--- src/rtl/dmem_arbiter_if.sv ---
// dmem_arbiter_if: core port A, loader port B and dmem-side bus bundle; DMEM_ARB_STATS_EN adds grant counters
interface dmem_arbiter_if;
    logic        a_req, a_wr, a_lock, a_gnt, a_rvalid;
    logic [5:0]  a_addr;
    logic [31:0] a_wdata, a_rdata;
    logic        b_req, b_wr, b_lock, b_gnt, b_rvalid;
    logic [5:0]  b_addr;
    logic [31:0] b_wdata, b_rdata;
    logic [5:0]  daddr;
    logic        dwr;
    logic [31:0] ddin, ddout;
`ifdef DMEM_ARB_STATS_EN
    logic [15:0] a_count, b_count;
`endif
    modport slave (
`ifdef DMEM_ARB_STATS_EN
        output a_count, b_count,
`endif
        input  a_req, a_wr, a_lock, a_addr, a_wdata,
        input  b_req, b_wr, b_lock, b_addr, b_wdata,
        input  ddout,
        output a_gnt, a_rdata, a_rvalid,
        output b_gnt, b_rdata, b_rvalid,
        output daddr, dwr, ddin
    );
    modport master (
`ifdef DMEM_ARB_STATS_EN
        input  a_count, b_count,
`endif
        output a_req, a_wr, a_lock, a_addr, a_wdata,
        output b_req, b_wr, b_lock, b_addr, b_wdata,
        output ddout,
        input  a_gnt, a_rdata, a_rvalid,
        input  b_gnt, b_rdata, b_rvalid,
        input  daddr, dwr, ddin
    );
endinterface

--- src/rtl/dmem_arbiter.sv ---
// dmem_arbiter: two-port dmem arbiter with bounded lock and alternating tie break; DMEM_ARB_STATS_EN adds saturating grant counters
module dmem_arbiter #(
    parameter int LOCK_MAX = 8
) (
    input logic           clk,
    input logic           rst,
    dmem_arbiter_if.slave bus
);
    typedef enum logic [1:0] {IDLE, OWN_A, OWN_B} state_t;
    state_t     state;
    logic       last_b;
    logic [3:0] lock_cnt;
    logic       a_gnt, b_gnt, last_b_eff, hold;
    // grants follow the registered owner; rst masks everything in the reset cycle
    always_comb begin
        a_gnt      = !rst && state == OWN_A && bus.a_req;
        b_gnt      = !rst && state == OWN_B && bus.b_req;
        last_b_eff = b_gnt || (!a_gnt && last_b);
        hold       = ((a_gnt && bus.a_lock) || (b_gnt && bus.b_lock)) && lock_cnt < 4'(LOCK_MAX - 1);
    end
    assign bus.a_gnt    = a_gnt;
    assign bus.b_gnt    = b_gnt;
    assign bus.daddr    = a_gnt ? bus.a_addr : b_gnt ? bus.b_addr : '0;
    assign bus.ddin     = a_gnt ? bus.a_wdata : b_gnt ? bus.b_wdata : '0;
    assign bus.dwr      = a_gnt ? bus.a_wr : b_gnt && bus.b_wr;
    assign bus.a_rvalid = a_gnt && !bus.a_wr;
    assign bus.b_rvalid = b_gnt && !bus.b_wr;
    assign bus.a_rdata  = bus.a_rvalid ? bus.ddout : '0;
    assign bus.b_rdata  = bus.b_rvalid ? bus.ddout : '0;
    // owner FSM: bounded lock first, then alternate on ties, else single requester, else idle
    always_ff @(posedge clk) begin
        if (rst) begin
            state    <= IDLE;
            last_b   <= 1'b1;
            lock_cnt <= '0;
        end else begin
            last_b   <= last_b_eff;
            lock_cnt <= hold ? lock_cnt + 4'd1 : '0;
            state    <= hold ? state
                      : (bus.a_req && bus.b_req) ? (last_b_eff ? OWN_A : OWN_B)
                      : bus.a_req ? OWN_A
                      : bus.b_req ? OWN_B
                      : IDLE;
        end
    end
`ifdef DMEM_ARB_STATS_EN
    // per-port grant counters, saturating at all-ones
    always_ff @(posedge clk) begin
        if (rst) begin
            bus.a_count <= '0;
            bus.b_count <= '0;
        end else begin
            if (a_gnt && bus.a_count != 16'hFFFF) bus.a_count <= bus.a_count + 16'd1;
            if (b_gnt && bus.b_count != 16'hFFFF) bus.b_count <= bus.b_count + 16'd1;
        end
    end
`endif
endmodule

--- src/flat_wrapper.sv ---
// flat-port wrapper written by rule: the top's interface ports become plain ports
module dmem_arbiter_flat 
#(
    parameter int LOCK_MAX = 8
)
  (clk, rst, bus_a_req, bus_a_wr, bus_a_lock, bus_a_addr, bus_a_wdata, bus_b_req, bus_b_wr, bus_b_lock, bus_b_addr, bus_b_wdata, bus_ddout, bus_a_gnt, bus_a_rdata, bus_a_rvalid, bus_b_gnt, bus_b_rdata, bus_b_rvalid, bus_daddr, bus_dwr, bus_ddin);
  dmem_arbiter_if bus_i ();
  input logic clk;
  input logic rst;
  input wire logic [$bits(bus_i.a_req)-1:0] bus_a_req;
  input wire logic [$bits(bus_i.a_wr)-1:0] bus_a_wr;
  input wire logic [$bits(bus_i.a_lock)-1:0] bus_a_lock;
  input wire logic [$bits(bus_i.a_addr)-1:0] bus_a_addr;
  input wire logic [$bits(bus_i.a_wdata)-1:0] bus_a_wdata;
  input wire logic [$bits(bus_i.b_req)-1:0] bus_b_req;
  input wire logic [$bits(bus_i.b_wr)-1:0] bus_b_wr;
  input wire logic [$bits(bus_i.b_lock)-1:0] bus_b_lock;
  input wire logic [$bits(bus_i.b_addr)-1:0] bus_b_addr;
  input wire logic [$bits(bus_i.b_wdata)-1:0] bus_b_wdata;
  input wire logic [$bits(bus_i.ddout)-1:0] bus_ddout;
  output wire logic [$bits(bus_i.a_gnt)-1:0] bus_a_gnt;
  output wire logic [$bits(bus_i.a_rdata)-1:0] bus_a_rdata;
  output wire logic [$bits(bus_i.a_rvalid)-1:0] bus_a_rvalid;
  output wire logic [$bits(bus_i.b_gnt)-1:0] bus_b_gnt;
  output wire logic [$bits(bus_i.b_rdata)-1:0] bus_b_rdata;
  output wire logic [$bits(bus_i.b_rvalid)-1:0] bus_b_rvalid;
  output wire logic [$bits(bus_i.daddr)-1:0] bus_daddr;
  output wire logic [$bits(bus_i.dwr)-1:0] bus_dwr;
  output wire logic [$bits(bus_i.ddin)-1:0] bus_ddin;
  assign bus_i.a_req = bus_a_req;
  assign bus_i.a_wr = bus_a_wr;
  assign bus_i.a_lock = bus_a_lock;
  assign bus_i.a_addr = bus_a_addr;
  assign bus_i.a_wdata = bus_a_wdata;
  assign bus_i.b_req = bus_b_req;
  assign bus_i.b_wr = bus_b_wr;
  assign bus_i.b_lock = bus_b_lock;
  assign bus_i.b_addr = bus_b_addr;
  assign bus_i.b_wdata = bus_b_wdata;
  assign bus_i.ddout = bus_ddout;
  assign bus_a_gnt = bus_i.a_gnt;
  assign bus_a_rdata = bus_i.a_rdata;
  assign bus_a_rvalid = bus_i.a_rvalid;
  assign bus_b_gnt = bus_i.b_gnt;
  assign bus_b_rdata = bus_i.b_rdata;
  assign bus_b_rvalid = bus_i.b_rvalid;
  assign bus_daddr = bus_i.daddr;
  assign bus_dwr = bus_i.dwr;
  assign bus_ddin = bus_i.ddin;
  dmem_arbiter #(.LOCK_MAX(LOCK_MAX)) u_core (.clk(clk), .rst(rst), .bus(bus_i));
endmodule
--- config.mk ---
export PLATFORM = sky130hd
export DESIGN_NAME = dmem_arbiter_flat
export DESIGN_NICKNAME = d
export VERILOG_FILES = /design/src/rtl/dmem_arbiter_if.sv /design/src/rtl/dmem_arbiter.sv /design/src/flat_wrapper.sv
export SDC_FILE = /design/constraint.sdc
export NUM_CORES = 1
export LEC_CHECK = 0
export CAP_MARGIN = 20
export CORE_AREA = 2 2 86 88
export CTS_BUF_LIST = sky130_fd_sc_hd__clkbuf_2 sky130_fd_sc_hd__clkbuf_4 sky130_fd_sc_hd__clkbuf_8
export DETAILED_ROUTE_END_ITERATION = 8
export DIE_AREA = 0 0 88 90
export MAX_ROUTING_LAYER = met4
export PLACE_DENSITY = 0.71
export SYNTH_ARGS = -nofsm -noshare
export SYNTH_HDL_FRONTEND = slang
export SYNTH_SLANG_ARGS = --single-unit
--- constraint.sdc ---
create_clock -name clk -period 1.86 [get_ports clk]
set_clock_uncertainty 0.2 [all_clocks]
set_input_delay 0.186 -clock clk [delete_from_list [all_inputs] [get_ports clk]]
set_output_delay 0.186 -clock clk [all_outputs]
set_load 0.03 [all_outputs]
# Word level (Yosys, flattened, before mapping)
# Cells that the tools add are included.
totals:
  regBits: 7
  in_bits: 116
  output_inout_bits: 107
  elab_cells: 38
classes:
  n_addsub: 1
  order_cmp: 1
  eq_ne: 2
  mux: 11
  bitwise: 1
  n_reduce_logical: 19
ops:
  columns: ["operator", "count"]
  rows:
  - ["two-way mux 32 bit", 4]
  - ["logical AND 1 bit", 12]
  - ["two-way mux 6 bit", 2]
  - ["two-way mux 2 bit", 4]
  - ["adder 4 x 1 -> 4 bit, second input constant", 1]
  - ["logical NOT 1 bit", 4]
  - ["< comparator 4 x 3 -> 1 bit, second input constant", 1]
  - ["== test 2 x 1 -> 1 bit, second input constant", 1]
  - ["== test 2 bit, second input constant", 1]
  - ["logical OR 1 bit", 2]
  - ["OR reduction 2 bit", 1]
  - ["two-way mux 1 bit", 1]
  - ["inverter 1 bit", 1]

# Longest topological paths before layout
# Gate-level depths: netlist of the first run.
depth:
  word_depth: 8
  depth_mapped: 5
  mapped_depth_nobuf: 5

# Worst setup path after synthesis of the first run
# No wires, ideal clock.
synth_path:
  path_kind: "register -> output"
  from: "register u_core.state[1]"
  to: "output bus_a_rdata[22]"
  t_arrival_ns: 1.480
  t_required_ns: 1.474
  slack_ns: -0.006
  path_stages_with_launch: 6
  path_buffers: 2
  path_cell_list: "dfxtp_1 and4bb_2 buf_4 nor2b_4 buf_2 and2_1"
synth_via:
  elab_chain_len: 5
synth_lines:
  columns: ["element", "line_no", "source"]
  rows:
  - ["start, declared", "dmem_arbiter.sv:10", "state_t state;"]
  - ["start signal, assigned", "dmem_arbiter.sv:39", "state <= hold ? state"]
  - ["== test 2 x 1 -> 1 bit", "dmem_arbiter.sv:16", "a_gnt = !rst && state == OWN_A && bus.a_req;"]
  - ["logical AND 1 bit (2 in a row)", "dmem_arbiter.sv:16", null]
  - ["logical AND 1 bit", "dmem_arbiter.sv:26", "assign bus.a_rvalid = a_gnt && !bus.a_wr;"]
  - ["net bus_a_rvalid", "flat_wrapper.sv:23", "output wire logic [$bits(bus_i.a_rvalid)-1:0] bus_a_rvalid;"]
  - ["two-way mux 32 bit", "dmem_arbiter.sv:28", "assign bus.a_rdata = bus.a_rvalid ? bus.ddout : '0;"]
  - ["end, declared", "flat_wrapper.sv:22", "output wire logic [$bits(bus_i.a_rdata)-1:0] bus_a_rdata;"]
# The timed path passes the listed nets, and every way through them passes these cells.

# Worst setup path after layout of the first run
layout_path:
  from: "register u_core.state[1]"
  to: "output bus_a_rdata[3]"
layout_via:
  elab_chain_len: 5
layout_lines:
  columns: ["element", "line_no"]
  rows:
  - ["== test 2 x 1 -> 1 bit", "dmem_arbiter.sv:16"]
  - ["logical AND 1 bit (2 in a row)", "dmem_arbiter.sv:16"]
  - ["logical AND 1 bit", "dmem_arbiter.sv:26"]
  - ["two-way mux 32 bit", "dmem_arbiter.sv:28"]
# Every way passes these cells.

==> run_results.csv, run 1 <==
group,metric,value,unit
grt,first_global_vias,2292,
synthesis,share_of_flip_flops_with_an_asynchronous_set_or_reset,0,%
die,core_area,0.00702,sq mm
worst_setup_path,crit_path_max_incr_delay,0.34,ns
sta,layout_setup_ws,-0.138,ns
synthesis,post_synth_num_cell_types,26,
routing,num_vias,2246,
cts,cts_root_buf,"clkbuf_8",
worst_setup_path,critical_path_peak_fanout,16,
cts,clkTransAtPathRegs,0.04,ns
run_status,outcome,"finished, violations left",
routing,first_iter_violations,38,
sta,final-max-slew-violation-count,0,
synthesis,synth-seq-area-share,11.7,%
layout,drive_above_1_share,53.5,%
run_status,violations_in_the_final_reports,"negative setup slack",
worst_setup_path,cp_slowest_cell,"dfxtp_4",
die,floorplan.initialDensity,17.1,%
sta,maxSlewHeadroom,83.5,%
grt,grt_first_pass_wirelength,12400,um
grt,grt_util_all_layers,21.1,%
synthesis,syn_nets,274,
synthesis,synth.avg_cell_area,7.63,sq um
worst_setup_path,worst_setup_path_end_kind,"output port",
synthesis,ys_seq_elements,7,
synthesis,synthFlopType,"dfxtp_1",
layout,antenna-diode-count,0,
sta,setup_tns,-8.24,ns
hold_path,hp-class,"input port to flip-flop",
place,place.port_buffers,222,
worst_setup_path,cp_data_arrival_time,1.61,ns
synthesis,post_synth_inst_count,157,
die,core.rowCount,31,
layout,final.fill_count,587,
power_and_ir_drop,power.static_leakage,1.94,nW
layout,area.growth.synth_to_final,259,%
place,gpl.final_weighted_congestion,0.755,
layout,num-nets-final,516,
cts,cts_tree,"yes",
die,floorplan.die.width,88,um
worst_setup_path,startpoint_type,"flip-flop",
routing,wl_met1,3630,um
die,die_height,90,um
routing,wl_met3,616,um
worst_setup_path,timing.critical_path.cells,"and4bb_2, nor2b_4, buf_12, and2_1, buf_6",
cts,cts.path.max_buffers,2,
worst_setup_path,cp.required,1.47,ns
grt,grt_max_degree,23,
layout,mostFrequentLayoutCell,"clkdlybuf4s50_1",
cts,cts_buffers,3,
routing,finalWirelength,9320,um
routing,wire_per_inst,18.8,um
grt,gr-total-overflow,0,
sta,setup_viol,104,
layout,finish.instance_area,0.00431,sq mm
routing,drt.antenna.violating_nets,0,
cts,cts.sinks,7,
synthesis,yosysWarnings,0,
layout,most-common-layout-cells,"112 x clkdlybuf4s50_1, 110 x buf_6, 59 x and2_4, 39 x a22o_1, 8 x buf_4",
synthesis,number_of_enable_flip_flop_cells_after_synthesis,0,
routing,maxUsedRoutingLayer,"met4",
die,design.die.area,0.00792,sq mm
job,max_cap_violations,0,
sta,tightest_slew,0.247,ns
sta,post-route-min-period,2.00,ns
cts,clock_latency_late_sink,0.24,ns
place,dp_hpwl,5610,um
sta,timing.final.hold_violations,0,
sta,timing.final.crit_share,107,%
layout,layout.core_utilization,61.4,%
power_and_ir_drop,irDropWorstVdd,0.280,mV
power_and_ir_drop,power_density,223,mW/mm^2
synthesis,synthesis.area,0.00120,sq mm
place,detailed_place.area,0.00331,sq mm
place,pre_cts_ws,-0.282,ns
die,pin_count,223,
power_and_ir_drop,report.power.total,0.963,mW
routing,route.met2.wl,4870,um
cts,ctsHtreeMaxLevel,1,
grt,antenna_found_initial,0,
routing,post_detailed_route_drc_marker_count,0,
sta,setup_repair_after_global_routing_missed_its_margin,"true",
routing,first_pass_iters,4,
sta,max_freq,0.501,GHz
routing,viasPerCell,4.52,
worst_setup_path,critical_path_class,"flip-flop to output port",
-- flip-flops by register name, summed over array words and instances (netlist names) --
register and count:
u_core.state 2, u_core.last_b 1, u_core.lock_cnt 4
-- Yosys cell counts (all sizes together), types with 2 or more instances --
| library cell | instances | area share, % |
|---|---|---|
| dfxtp | 7 | 12 |
| a22o | 39 | 28 |
| o211ai | 2 | 1.3 |
| and4bb | 2 | 2.1 |
| a21oi | 2 | 0.84 |
| nor2b | 3 | 2.2 |
| buf | 16 | 6.9 |
| o21ai | 3 | 1.3 |
| and2 | 66 | 34 |
| nand3 | 2 | 0.84 |
| nor2 | 3 | 0.94 |
-- cells by family (layout without fill, tap and decap cells) --
kind of cell	count (synthesis)	in the layout	synth area share, %
buffers and inverters	17	253	7.20
AO/OA/AOI/OAI	51	51	36.7
AND/OR/NAND/NOR	81	86	43.3
flip-flops	7	7	11.7
adder cells (fa/ha/maj)	1	1	1.04
-- report_power, final --
part / internal (mW) / switching (mW) / total (mW)
sequential: 0.155 / 0.00436 / 0.159
combinational: 0.361 / 0.208 / 0.569
clock: 0.163 / 0.0713 / 0.235
-- what timing repair did --
action,4_1_cts,5_1_grt
cloned,12,4
setup buffers,11,2
hold buffers,0,0
endpoints found under the hold margin,0,0
endpoints found under the setup margin,105,111
resized for setup,171,29
pin swaps,35,37
-- metrics by stage --
| stage | instances | hold WS (ns) |
|---|---|---|
| 3_5_place_dp | 469 | 0.249 |
| 6_report | 497 | 0.200 |
| 4_1_cts | 496 | 0.145 |
| 2_1_floorplan | 157 | 0.0551 |
| 3_3_place_gp | 469 | 0.247 |
| 5_1_grt | 497 | 0.243 |
-- per-layer routing --
layer	vias to the layer above	global-route usage (%)
met5	-	-
met4	0	6.28
met3	18	2.57
met2	130	39.4
met1	1038	22.6
li1	1060	-
-- worst max-delay path, delay by kind of cell (launching register included) --
kind	cells	cell delay, ns
DFF	1	0.34
buffers and inverters	2	0.31
and+or+nand+nor	3	0.72
-- path summary, 6_finish.rpt --
check	start	to	slack (ns)	depth (start not counted)
worst min register to register	u_core.lock_cnt[0]$_SDFF_PP0_	u_core.lock_cnt[0]$_SDFF_PP0_	0.26	1
worst max register to register	u_core.state[1]$_SDFFE_PP0N_	u_core.state[1]$_SDFFE_PP0N_	0.04	8
worst max-delay path	u_core.state[1]$_SDFFE_PP0N_	bus_a_rdata[3]	-0.14	5
worst min-delay path	rst	u_core.last_b$_SDFF_PP1_	0.20	3
-- final cells by class --
class                   count  area [sq um]  area share, %
clock buffers               4          48.8           1.13
flip-flops and latches      7           145           3.37
multi-input cells         138          1180           27.4
well taps                  99           124           2.87
repair buffers            248          2810           65.1
inverters                   1          3.75         0.0871
No activity file was read; power rests on OpenSTA's default activity.
==> inputs of run 2 (changes only) <==
--- a/config.mk
+++ b/config.mk
@@ -6,12 +6,12 @@
 export NUM_CORES = 1
 export LEC_CHECK = 0
 export CAP_MARGIN = 20
-export CORE_AREA = 2 2 86 88
+export CORE_AREA = 5 5 84 86
 export CTS_BUF_LIST = sky130_fd_sc_hd__clkbuf_2 sky130_fd_sc_hd__clkbuf_4 sky130_fd_sc_hd__clkbuf_8
 export DETAILED_ROUTE_END_ITERATION = 8
-export DIE_AREA = 0 0 88 90
+export DIE_AREA = 0 0 89 91
 export MAX_ROUTING_LAYER = met4
-export PLACE_DENSITY = 0.71
+export PLACE_DENSITY = 0.91
 export SYNTH_ARGS = -nofsm -noshare
 export SYNTH_HDL_FRONTEND = slang
 export SYNTH_SLANG_ARGS = --single-unit
==> run_results.csv, run 2 (same netlist as run 1, synthesis figures left out) <==
group,metric,value,unit
die,die_height,91,um
routing,viasPerCell,4.77,
power_and_ir_drop,swShare,29.7,%
routing,post_detailed_route_drc_marker_count,0,
routing,wire_per_inst,21.0,um
sta,setup_viol,86,
routing,first_iter_violations,76,
cts,clock_latency_late_sink,0.23,ns
cts,clkTransAtPathRegs,0.04,ns
grt,gr-total-overflow,0,
power_and_ir_drop,power.sequential.fraction,16.8,%
power_and_ir_drop,internal_power,0.667,mW
grt,grt_first_pass_wirelength,13500,um
worst_setup_path,cp_data_arrival_time,1.56,ns
routing,first_pass_iters,4,
sta,timing.final.crit_share,105,%
layout,largest_register_ff_count,4,
cts,post_cts_hold_buffer_count,0,
power_and_ir_drop,clock_power_share,24.6,%
run_status,violations_in_the_final_reports,"negative setup slack",
sta,final-max-slew-violation-count,0,
sta,post-route-min-period,1.95,ns
worst_setup_path,worst_setup_path_end_kind,"output port",
cts,ctsHtreeMaxLevel,1,
power_and_ir_drop,irDropWorstVdd,0.273,mV
sta,setup_repair_after_global_routing_missed_its_margin,"true",
routing,num_vias,2223,
routing,drt.antenna.violating_nets,0,
die,pin_count,223,
die,floorplan.die.width,89,um
power_and_ir_drop,power.static_leakage,1.89,nW
grt,grt_util_all_layers,22.3,%
job,max_cap_violations,0,
die,core.rowCount,29,
cts,cts_tree,"yes",
layout,most-common-layout-cells,"112 x clkdlybuf4s50_1, 100 x buf_6, 35 x and2_4, 32 x a22o_1, 22 x and2_1",
sta,setup_tns,-3.69,ns
sta,layout_setup_ws,-0.0868,ns
place,dp_hpwl,6790,um
routing,finalWirelength,9790,um
layout,drive_above_1_share,49.4,%
sta,maxSlewHeadroom,81.6,%
layout,max_flop_register,"u_core.lock_cnt",
power_and_ir_drop,power_density,228,mW/mm^2
place,gpl.final_weighted_congestion,0.961,
cts,cts_root_buf,"clkbuf_8",
layout,reg_top3,"u_core.lock_cnt x4, u_core.state x2, u_core.last_b x1",
grt,antenna_found_initial,0,
hold_path,hp-class,"input port to flip-flop",
layout,mostFrequentLayoutCell,"clkdlybuf4s50_1",
worst_setup_path,startpoint_type,"flip-flop",
grt,first_global_vias,2251,
sta,timing.final.hold_violations,0,
worst_setup_path,cp.required,1.47,ns
power_and_ir_drop,comb_power_share,58.6,%
layout,area.growth.synth_to_final,247,%
run_status,outcome,"finished, violations left",
die,design.die.area,0.00810,sq mm
worst_setup_path,critical_path_class,"flip-flop to output port",
sta,max_freq,0.514,GHz
layout,num-nets-final,507,
cts,cts.sinks,7,
grt,grt_max_degree,44,
cts,cts.path.max_buffers,2,
layout,antenna-diode-count,0,
power_and_ir_drop,total_switching_power,0.281,mW
cts,cts_buffers,3,
place,place.port_buffers,222,
die,floorplan.initialDensity,19.3,%
place,pre_cts_ws,-0.234,ns
die,core_area,0.00620,sq mm
worst_setup_path,critical_path_peak_fanout,8,
sta,tightest_slew,0.275,ns
[run 2: changes by cell type in the layout (fill, tap and decap cells not counted), sizes merged]
cell and delta:
and4bb -1, buf -8
[run 2: worst max-delay path, stage by stage (launching register included)]
cell      delay (ns)
dfxtp_2         0.32
and4bb_4        0.36
buf_12          0.12
and2b_4         0.23
and2_4          0.17
buf_6           0.13
[run 2: timing repair]
item	in CTS	in global routing
setup buffers	5	0
setup endpoints to repair	105	106
pin swaps	45	33
cloned	6	4
resized for setup	142	16
[run 2: power groups by stage]
| stage | Clock (mW) | Sequential, mW | Combinational [mW] |
|---|---|---|---|
| detailed placement | 0 | 0.161 | 0.485 |
| global route | 0.244 | 0.160 | 0.577 |
| global placement | 0 | 0.161 | 0.480 |
| CTS | 0.236 | 0.159 | 0.536 |
| finish | 0.233 | 0.159 | 0.555 |
| floorplan | 0 | 0.161 | 0.139 |
[run 2: final cells by class]
cell class / count / area [sq um]
timing repair buffer: 240 / 2690
fill: 497 / 2050
multi-input combinational: 137 / 1170
sequential: 7 / 143
tap: 77 / 96.3
clock buffer: 4 / 48.8
inverter: 1 / 3.75
[run 2: per-stage QoR]
step / instance area, sq um / std cells / hold slack, ns / power (mW) / utilization [%]
after floorplan: 1210 / 157 / 0.0551 / 0.300 / -
after global placement: 3340 / 447 / 0.253 / 0.641 / 53.9
after detailed placement: 3340 / 447 / 0.262 / 0.646 / 53.9
after CTS: 4010 / 462 / 0.226 / 0.931 / 64.7
after global routing: 4160 / 466 / 0.229 / 0.981 / 67.0
final: 4160 / 466 / 0.208 / 0.948 / 67.0
[run 2: layer usage]
metal	track usage (%)	vias to the layer above	part of all wire, %
met2	40.7	104	54
met3	2.99	24	8.3
met4	5.46	0	3.2
met5	-	-	0
met1	25.0	1058	35
li1	-	1037	-
[run 2: path summary, 6_finish.rpt]
path                            startpoint                             to  slack, ns  cells after the start
max           u_core.state[0]$_SDFFE_PP0N_                bus_b_rdata[26]      -0.09                      5
min                                    rst   u_core.state[1]$_SDFFE_PP0N_       0.21                      3
max reg2reg   u_core.state[0]$_SDFFE_PP0N_  u_core.lock_cnt[3]$_SDFF_PP0_       0.08                      6
min reg2reg  u_core.lock_cnt[0]$_SDFF_PP0_  u_core.lock_cnt[0]$_SDFF_PP0_       0.27                      1
